## src/rtl/memory_controller.sv

```systemverilog
// -----------------------------------------------------------------------------
// memory_controller
//   Open-page DRAM-style controller with one-bit data and a row buffer per bank.
//   It accepts one request word per cycle while idle and services it against
//   internal storage of 4 banks x 16 rows x 16 columns x 1 bit. Every accepted
//   request is classified as a page hit or a page miss and counted.
//
//   Ports
//     clk                 single clock, all state changes on the rising edge
//     rst_n               asynchronous active-low reset
//     instrucn[31:0]      request: [31]=valid [30]=write bit [9:8]=bank
//                         [7:4]=row [3:0]=col, all other bits ignored
//     write_enable        1=write, 0=read, sampled together with instrucn
//     out                 data of the last completed access (a write echoes its bit)
//     page_hit_counter    accepted requests that found their row already open
//     page_miss_counter   accepted requests that needed an activate
//
//   Parameters
//     T_RP   precharge duration in cycles (>=1)
//     T_RCD  activate duration in cycles (>=1)
// -----------------------------------------------------------------------------
module memory_controller #(
    parameter int T_RP  = 2,
    parameter int T_RCD = 2
) (
    input  logic        clk,
    input  logic        rst_n,
    input  logic [31:0] instrucn,
    input  logic        write_enable,
    output logic        out,
    output logic [31:0] page_hit_counter,
    output logic [31:0] page_miss_counter
);

    typedef enum logic [1:0] {
        IDLE      = 2'd0,
        PRECHARGE = 2'd1,
        ACTIVATE  = 2'd2,
        ACCESS    = 2'd3
    } state_t;

    // Terminal values of the shared phase counter.
    localparam logic [7:0] RP_LAST  = 8'(T_RP - 1);
    localparam logic [7:0] RCD_LAST = 8'(T_RCD - 1);

    state_t                  r_state;
    logic [1:0]              r_bank;
    logic [3:0]              r_row;
    logic [3:0]              r_col;
    logic                    r_wdata;
    logic                    r_we;
    logic [7:0]              r_cnt;
    logic [3:0]              r_open;
    logic [3:0][3:0]         r_open_row;
    logic [3:0][15:0][15:0]  r_mem;

    logic       w_valid;
    logic [1:0] w_bank;
    logic [3:0] w_row;
    logic [3:0] w_col;
    logic       w_hit;
    logic       w_unused;

    assign w_valid  = instrucn[31];
    assign w_bank   = instrucn[9:8];
    assign w_row    = instrucn[7:4];
    assign w_col    = instrucn[3:0];
    assign w_hit    = r_open[w_bank] && (r_open_row[w_bank] == w_row);
    // Bits [29:10] carry no meaning for this block.
    assign w_unused = &{1'b0, instrucn[29:10]};

    always_ff @(posedge clk or negedge rst_n) begin
        if (!rst_n) begin
            r_state           <= IDLE;
            r_bank            <= '0;
            r_row             <= '0;
            r_col             <= '0;
            r_wdata           <= 1'b0;
            r_we              <= 1'b0;
            r_cnt             <= '0;
            r_open            <= '0;
            r_open_row        <= '0;
            r_mem             <= '0;
            out               <= 1'b0;
            page_hit_counter  <= '0;
            page_miss_counter <= '0;
        end else begin
            case (r_state)
                IDLE: begin
                    if (w_valid) begin
                        r_bank  <= w_bank;
                        r_row   <= w_row;
                        r_col   <= w_col;
                        r_wdata <= instrucn[30];
                        r_we    <= write_enable;
                        r_cnt   <= '0;
                        if (w_hit) begin
                            page_hit_counter <= page_hit_counter + 32'd1;
                            r_state          <= ACCESS;
                        end else begin
                            page_miss_counter <= page_miss_counter + 32'd1;
                            // An open bank holding another row must close first.
                            r_state <= r_open[w_bank] ? PRECHARGE : ACTIVATE;
                        end
                    end
                end

                PRECHARGE: begin
                    if (r_cnt == RP_LAST) begin
                        r_open[r_bank] <= 1'b0;
                        r_cnt          <= '0;
                        r_state        <= ACTIVATE;
                    end else begin
                        r_cnt <= r_cnt + 8'd1;
                    end
                end

                ACTIVATE: begin
                    if (r_cnt == RCD_LAST) begin
                        r_open[r_bank]     <= 1'b1;
                        r_open_row[r_bank] <= r_row;
                        r_cnt              <= '0;
                        r_state            <= ACCESS;
                    end else begin
                        r_cnt <= r_cnt + 8'd1;
                    end
                end

                ACCESS: begin
                    if (r_we) begin
                        r_mem[r_bank][r_row][r_col] <= r_wdata;
                        out                         <= r_wdata;
                    end else begin
                        out <= r_mem[r_bank][r_row][r_col];
                    end
                    // Row stays open after the access.
                    r_state <= IDLE;
                end

                default: r_state <= IDLE;
            endcase
        end
    end

endmodule

```

## config.mk

```make
export PLATFORM = sky130hd
export DESIGN_NAME = memory_controller
export DESIGN_NICKNAME = d
export VERILOG_FILES = /design/src/rtl/memory_controller.sv
export SDC_FILE = /design/constraint.sdc
export NUM_CORES = 2
export LEC_CHECK = 0
export CORE_MARGIN = 2
export CORE_UTILIZATION = 58
export DETAILED_ROUTE_END_ITERATION = 16
export PLACE_DENSITY = 0.81
export SYNTH_ARGS = -nofsm -noshare
export SYNTH_HDL_FRONTEND = slang
export SYNTH_SLANG_ARGS = --single-unit
```

## constraint.sdc

```tcl
create_clock -name clk -period 3.9 [get_ports clk]
set_clock_uncertainty 0.2 [all_clocks]
set_input_delay 0.39 -clock clk [delete_from_list [all_inputs] [get_ports clk]]
set_output_delay 0.39 -clock clk [all_outputs]
set_load 0.02 [all_outputs]
```

### After elaboration in Yosys (flattened, before gate mapping)

Cells that the tools add are included.

| word-level totals | value |
|---|---|
| input bits | 35 |
| register bits after elaboration | 1,131 |
| logic and storage cells | 152 |
| output and inout bits | 65 |

| operators by class | value |
|---|---|
| reductions and logical operators | 16 |
| equal/unequal tests | 8 |
| $add $sub $neg | 3 |
| order comparisons | 7 |
| multiplexer cells | 35 |
| bitwise operators | 4 |

Operators by type and width:

| cell | count |
|---|---|
| bitwise mux 1024 bit | 1 |
| binary-select mux 256 bit (select 2 bit) | 1 |
| demux 256 bit (select 2 bit) | 1 |
| 2-to-1 mux 256 bit | 2 |
| adder 32 x 1 -> 32 bit, second input constant | 2 |
| binary-select mux 16 bit (select 4 bit) | 1 |
| demux 16 bit (select 4 bit) | 1 |
| 2-to-1 mux 16 bit | 2 |
| bitwise mux 16 bit | 1 |
| 2-to-1 mux 4 bit | 4 |
| 2-to-1 mux 8 bit | 2 |
| one-hot mux 8 bit (2 select lines) | 1 |
| AND reduction 3 bit | 4 |
| less-than comparator 4 x 5 -> 1 bit, second input constant | 2 |
| 2-to-1 mux 2 bit | 5 |
| adder 8 x 1 -> 8 bit, second input constant | 1 |
| binary-select mux 4 bit (select 2 bit) | 1 |
| demux 4 bit (select 2 bit) | 1 |
| equality test 8 x 1 -> 1 bit, second input constant | 1 |
| greater-or-equal comparator 4 x 1 -> 1 bit, second input constant | 2 |
| one-hot mux 2 bit (4 select lines) | 1 |
| one-hot mux 4 bit (2 select lines) | 1 |
| AND reduction 2 bit | 4 |
| less-than comparator 2 x 3 -> 1 bit, second input constant | 2 |
| other kinds (18) | 29 |

### Depth between registers and ports, before layout

| logic depth | value |
|---|---|
| word-level depth | 9 |
| mapped depth | 13 |
| depth with buffers taken out | 8 |

### Worst setup path before layout

Ideal clock, no wire load.

| path | value |
|---|---|
| path type | input to register |
| start point | input instrucn[8] |
| end point | register page_miss_counter[17] |
| data required time | 3,571 ps |
| library setup time | 129 ps |
| cell stages on the path | 10 |
| path slack | 1,167 ps |
| arrival time | 2,404 ps |
| buffers on the path | 2 |
| path through | buf_6 mux4_2 xnor2_1 and4_4 a21oi_4 and4_1 nor2b_1 buf_2 nand4_1 xnor2_1 |

| between the ends | value |
|---|---|
| cells in the longest elaborated chain, start to end | 6 |
| elaborated cells on any way between the ends | 8 |
| those cells by class | eq/ne (1); mux (4); bitwise (1); reduce/logical (2) |

RTL lines:

| element | RTL line | text |
|---|---|---|
| from (decl) | 28 | `input logic [31:0] instrucn,` |
| binary-select mux 4 bit (select 2 bit) | 68 | `assign w_hit = r_open[w_bank] && (r_open_row[w_bank] == w_row);` |
| 2-to-1 mux 4 bit (not written as such) | 68 |  |
| equality test 4 bit | 68 |  |
| logical AND 1 bit (*) | 68 |  |
| inverter 1 bit (no line) (*) | - |  |
| AND reduction 3 bit (no line) (*) | - |  |
| to (signal assigned) | 101 | `page_miss_counter <= page_miss_counter + 32'd1;` |
| to (decl) | 32 | `output logic [31:0] page_miss_counter` |

Every way passes the cells marked *; elsewhere a longest branch is shown, timed or not. The select of a mux whose other input is x is not followed.
A chain may end at the register's enable or synchronous reset.

### Final worst setup path

| path | value |
|---|---|
| start point | register r_row[1] |
| end point | register out |

| between the ends | value |
|---|---|
| cells in the longest elaborated chain, start to end | 5 |

RTL lines:

| element | RTL line | text |
|---|---|---|
| from (decl) | 48 | `logic [3:0] r_row;` |
| from (signal assigned) | 92 | `r_row <= w_row;` |
| binary-select mux 16 bit (select 4 bit) | 134 | `out <= r_mem[r_bank][r_row][r_col];` |
| 2-to-1 mux 16 bit (not written as such) | 134 |  |
| binary-select mux 1 bit (select 4 bit) | 134 |  |
| 2-to-1 mux 1 bit (not written as such) | 134 |  |
| 2-to-1 mux 1 bit | 130 | `if (r_we) begin` |
| to (signal assigned) | 132 | `out <= r_wdata;` |
| to (signal assigned) | 134 |  |
| to (decl) | 30 | `output logic out,` |

No other way between the ends. The select of a mux whose other input is x is not followed.

==> summary.txt <==
Status
  – Outcome: finished, violations left
  – Violated checks: setup timing

Yosys
  – Share of the synthesized area in the top cell type: 0.500
  – Most common cell in the synthesized netlist: dfrtp_1
  – YS warnings: 0
  – Post-synth top cells: dfrtp_1 (1131), nand2_1 (984), mux2_2 (702)
  – FF+latch count, synth: between 1000 and 1500
  – Syn Area/Cell: ~11 um^2
  – Area leader, netlist: dfrtp_1
  – Post-synthesis cell count: 5148
  – Syn_nets: 5192
  – Asr flop ratio synth: 1.00
  – Synth area leaders: dfrtp_1 (50%), mux2_2 (14%), mux4_2 (9.8%)
  – Netlist cell types: 65
  – Top FF cell, synth: dfrtp_1
  – EDFF count, synth: 0
  – Post-Syn Area: 56700 um^2
  – Post-synthesis sequential area ratio: 0.500

Hold path
  – Worst min path class: input port to async pin

Setup path
  – FF-to-FF Start: r_row[1]
  – Setup Crit Path Kind: flip-flop to flip-flop
  – End of the worst register-to-register path: out
  – Worst Path Arrival: roughly 4.4 ns
  – Crit start category: flip-flop
  – Worst path required time: 4.36 ns
  – CP Capture Type: flip-flop
  – Reg2reg setup slack: -0.03 ns
  – Crit-path max FO: 16
  – Reg2reg path depth: 8

Route
  – Initial DRC count: 5984
  – DRC violation count after routing: 0
  – Highest metal used: met5
  – Met3 WL: 22500 um
  – Post-route ant nets: 0
  – WL met1: 61700 um
  – DR WL met2: 76800 um
  – Vias: about 44000
  – WL/cell: 26.8 um
  – Final WL: 175000 um
  – DR vias/cell: 6.75
  – TritonRoute pass-1 iters: 7

Floorplan
  – Core Footprint: 96700 um^2
  – Die span in x: 317 um
  – Boundary Pins: 100
  – Cell Rows: 114
  – Starting Density: 0.586
  – Die Y: 317 um
  – Die area: 100000 um^2

Timing
  – Fin Setup TNS: -0.0307 ns
  – RSZ-0062 raised after global routing: no
  – Ratio of final minimum period to clock period: 1.01
  – Setup WS post-layout: -0.0307 ns
  – Max Freq: 0.254 GHz
  – Slew Limit Fails: 0
  – Least-Margin Pin Slew: 1.04 ns
  – Slew headroom: 0.306
  – Clock period minus worst slack: 3.93 ns
  – Final setup viols: 1
  – Final hold slack: 0.0613 ns
  – Final Hold Vio Count: 0

Layout
  – Share of layout cells above drive strength 1: 0.277
  – Register area: 28300 um^2
  – Final nets: 5206
  – Number of fill cells: 6759
  – Fin cells: between 6000 and 7000
  – Synth-to-Final Area Change: 12.6%
  – Design area: 63800 um^2
  – Core Util, Final: 0.659
  – Multi-input gate area: 26400 um^2

Pwr
  – Leak Pwr: just under 30 nW
  – Worst vdd ir: about 360 uV
  – Power Total: 27.0 mW
  – Pwr/cell area: ~420 nW/um^2

Place
  – DP Cell Count: 6319
  – Post-DP HPWL: 107000 um
  – Port Buf Inserts: 79
  – Routability cong.: ~0.95
  – Placed standard-cell area: ~60000 um^2
  – Pre-CTS setup slack: roughly 0.35 ns

Run
  – Max Cap Viol: 0

Clock tree
  – CTS tree: built
  – Reg clk slew, reported paths: 0.07 ns
  – Post-CTS Setup Bufs: 0
  – H-tree levels: 3
  – CTS Buf Count: 116
  – Clock Tree Buf Depth: 3
  – CTS Sinks: 1131
  – Clock root cell: clkbuf_16
  – Clock latency on the worst-skew pair: 0.72 ns

Global routing
  – Gr ovfl total: 0
  – Global-route wire length before repair: 269000 um
  – Initial antenna violation count: 8
  – Vias in the first global route: 45100
  – Largest net degree at the start of global routing: 123
  – Overall routing resource usage: 0.353
cell usage in the layout (no fill, tap or decap), types with 21 or more instances in the layout:
cell type,synthesis,final
a21oi_1,24,24
a22oi_1,45,45
nand2_1,984,983
mux2_1,68,68
nor2_1,440,435
mux2i_1,42,42
clkbuf_1,302,25
dfrtp_1,1131,1126
mux2_2,702,702
and3_1,21,21
nand3_1,338,336
nor3_1,49,40
nand4_1,26,26
clkdlybuf4s50_1,0,78
clkbuf_8,0,28
xor2_1,22,22
mux4_2,246,246
buf_12,1,46
buf_4,18,227
clkbuf_16,0,118
o21ai_0,321,321
xnor2_1,46,46
critical path, cell delays in order (launching register included):
cell	delay [ns]
dfrtp_2	0.63
nor2b_2	0.59
and2_1	0.80
a22oi_1	0.20
o311ai_0	0.22
nor4_2	0.17
a311oi_2	0.71
nor4_1	0.17
a31oi_1	0.17
flip-flops by register name, summed over array words and instances (netlist names), 2 cells and up, named ones only:
| name | cells |
|---|---|
| r_col | 4 |
| page_miss_counter | 32 |
| r_bank | 2 |
| r_state | 2 |
| page_hit_counter | 32 |
| r_cnt | 8 |
| r_mem | 1024 |
| r_open_row | 16 |
| r_row | 4 |
what timing repair did:
item	4_1_cts	5_1_grt
setup endpoints to repair	0	1
hold buffers	1	0
endpoints found under the hold margin	79	0
resized for setup	0	3
power breakdown:
| group | switching (mW) | total [mW] | internal (mW) | leakage (nW) |
|---|---|---|---|---|
| combinational | 2.59 | 3.55 | 0.964 | 12.0 |
| clock | 4.82 | 11.6 | 6.74 | 1.94 |
| sequential | 0.139 | 11.9 | 11.8 | 15.8 |
worst max path at each step:
stage | from | end | depth (start not counted)
after floorplan | instrucn[8] | page_miss_counter[17] | 10
after global placement | r_bank[0] | out | 11
after detailed placement | instrucn[8] | page_hit_counter[18] | 10
after CTS | r_bank[0] | out | 9
after global routing | r_bank[0] | out | 9
final | r_row[1] | out | 8
metal layers:
metal	track usage	up-vias
met1	0.443	22100
met5	0	-
met4	0.243	12
met3	0.113	933
met2	0.523	3030
li1	-	18100
final cells by class:
type                    instances  area share
diodes                          2   0.0000785
clock buffers                 171      0.0538
clock inverters                44     0.00822
inverters                      11    0.000647
multi-input cells            3549       0.414
flip-flops and latches       1131       0.444
well taps                    1276      0.0250
repair buffers                353      0.0538
logic make-up (layout without fill, tap and decap cells):
logic type	count (synthesis)	after routing	synth area share
muxes	1059	1059	0.259
AOI/OAI and AO/OA	477	477	0.0488
other	0	2	0
and+or+nand+nor	1936	1936	0.144
buffers and inverters	468	579	0.0369
DFF	1131	1131	0.500
xor gates and xnor gates	68	68	0.0105
adders and majority gates	9	9	0.00199
(Power assumes the default switching activity.)
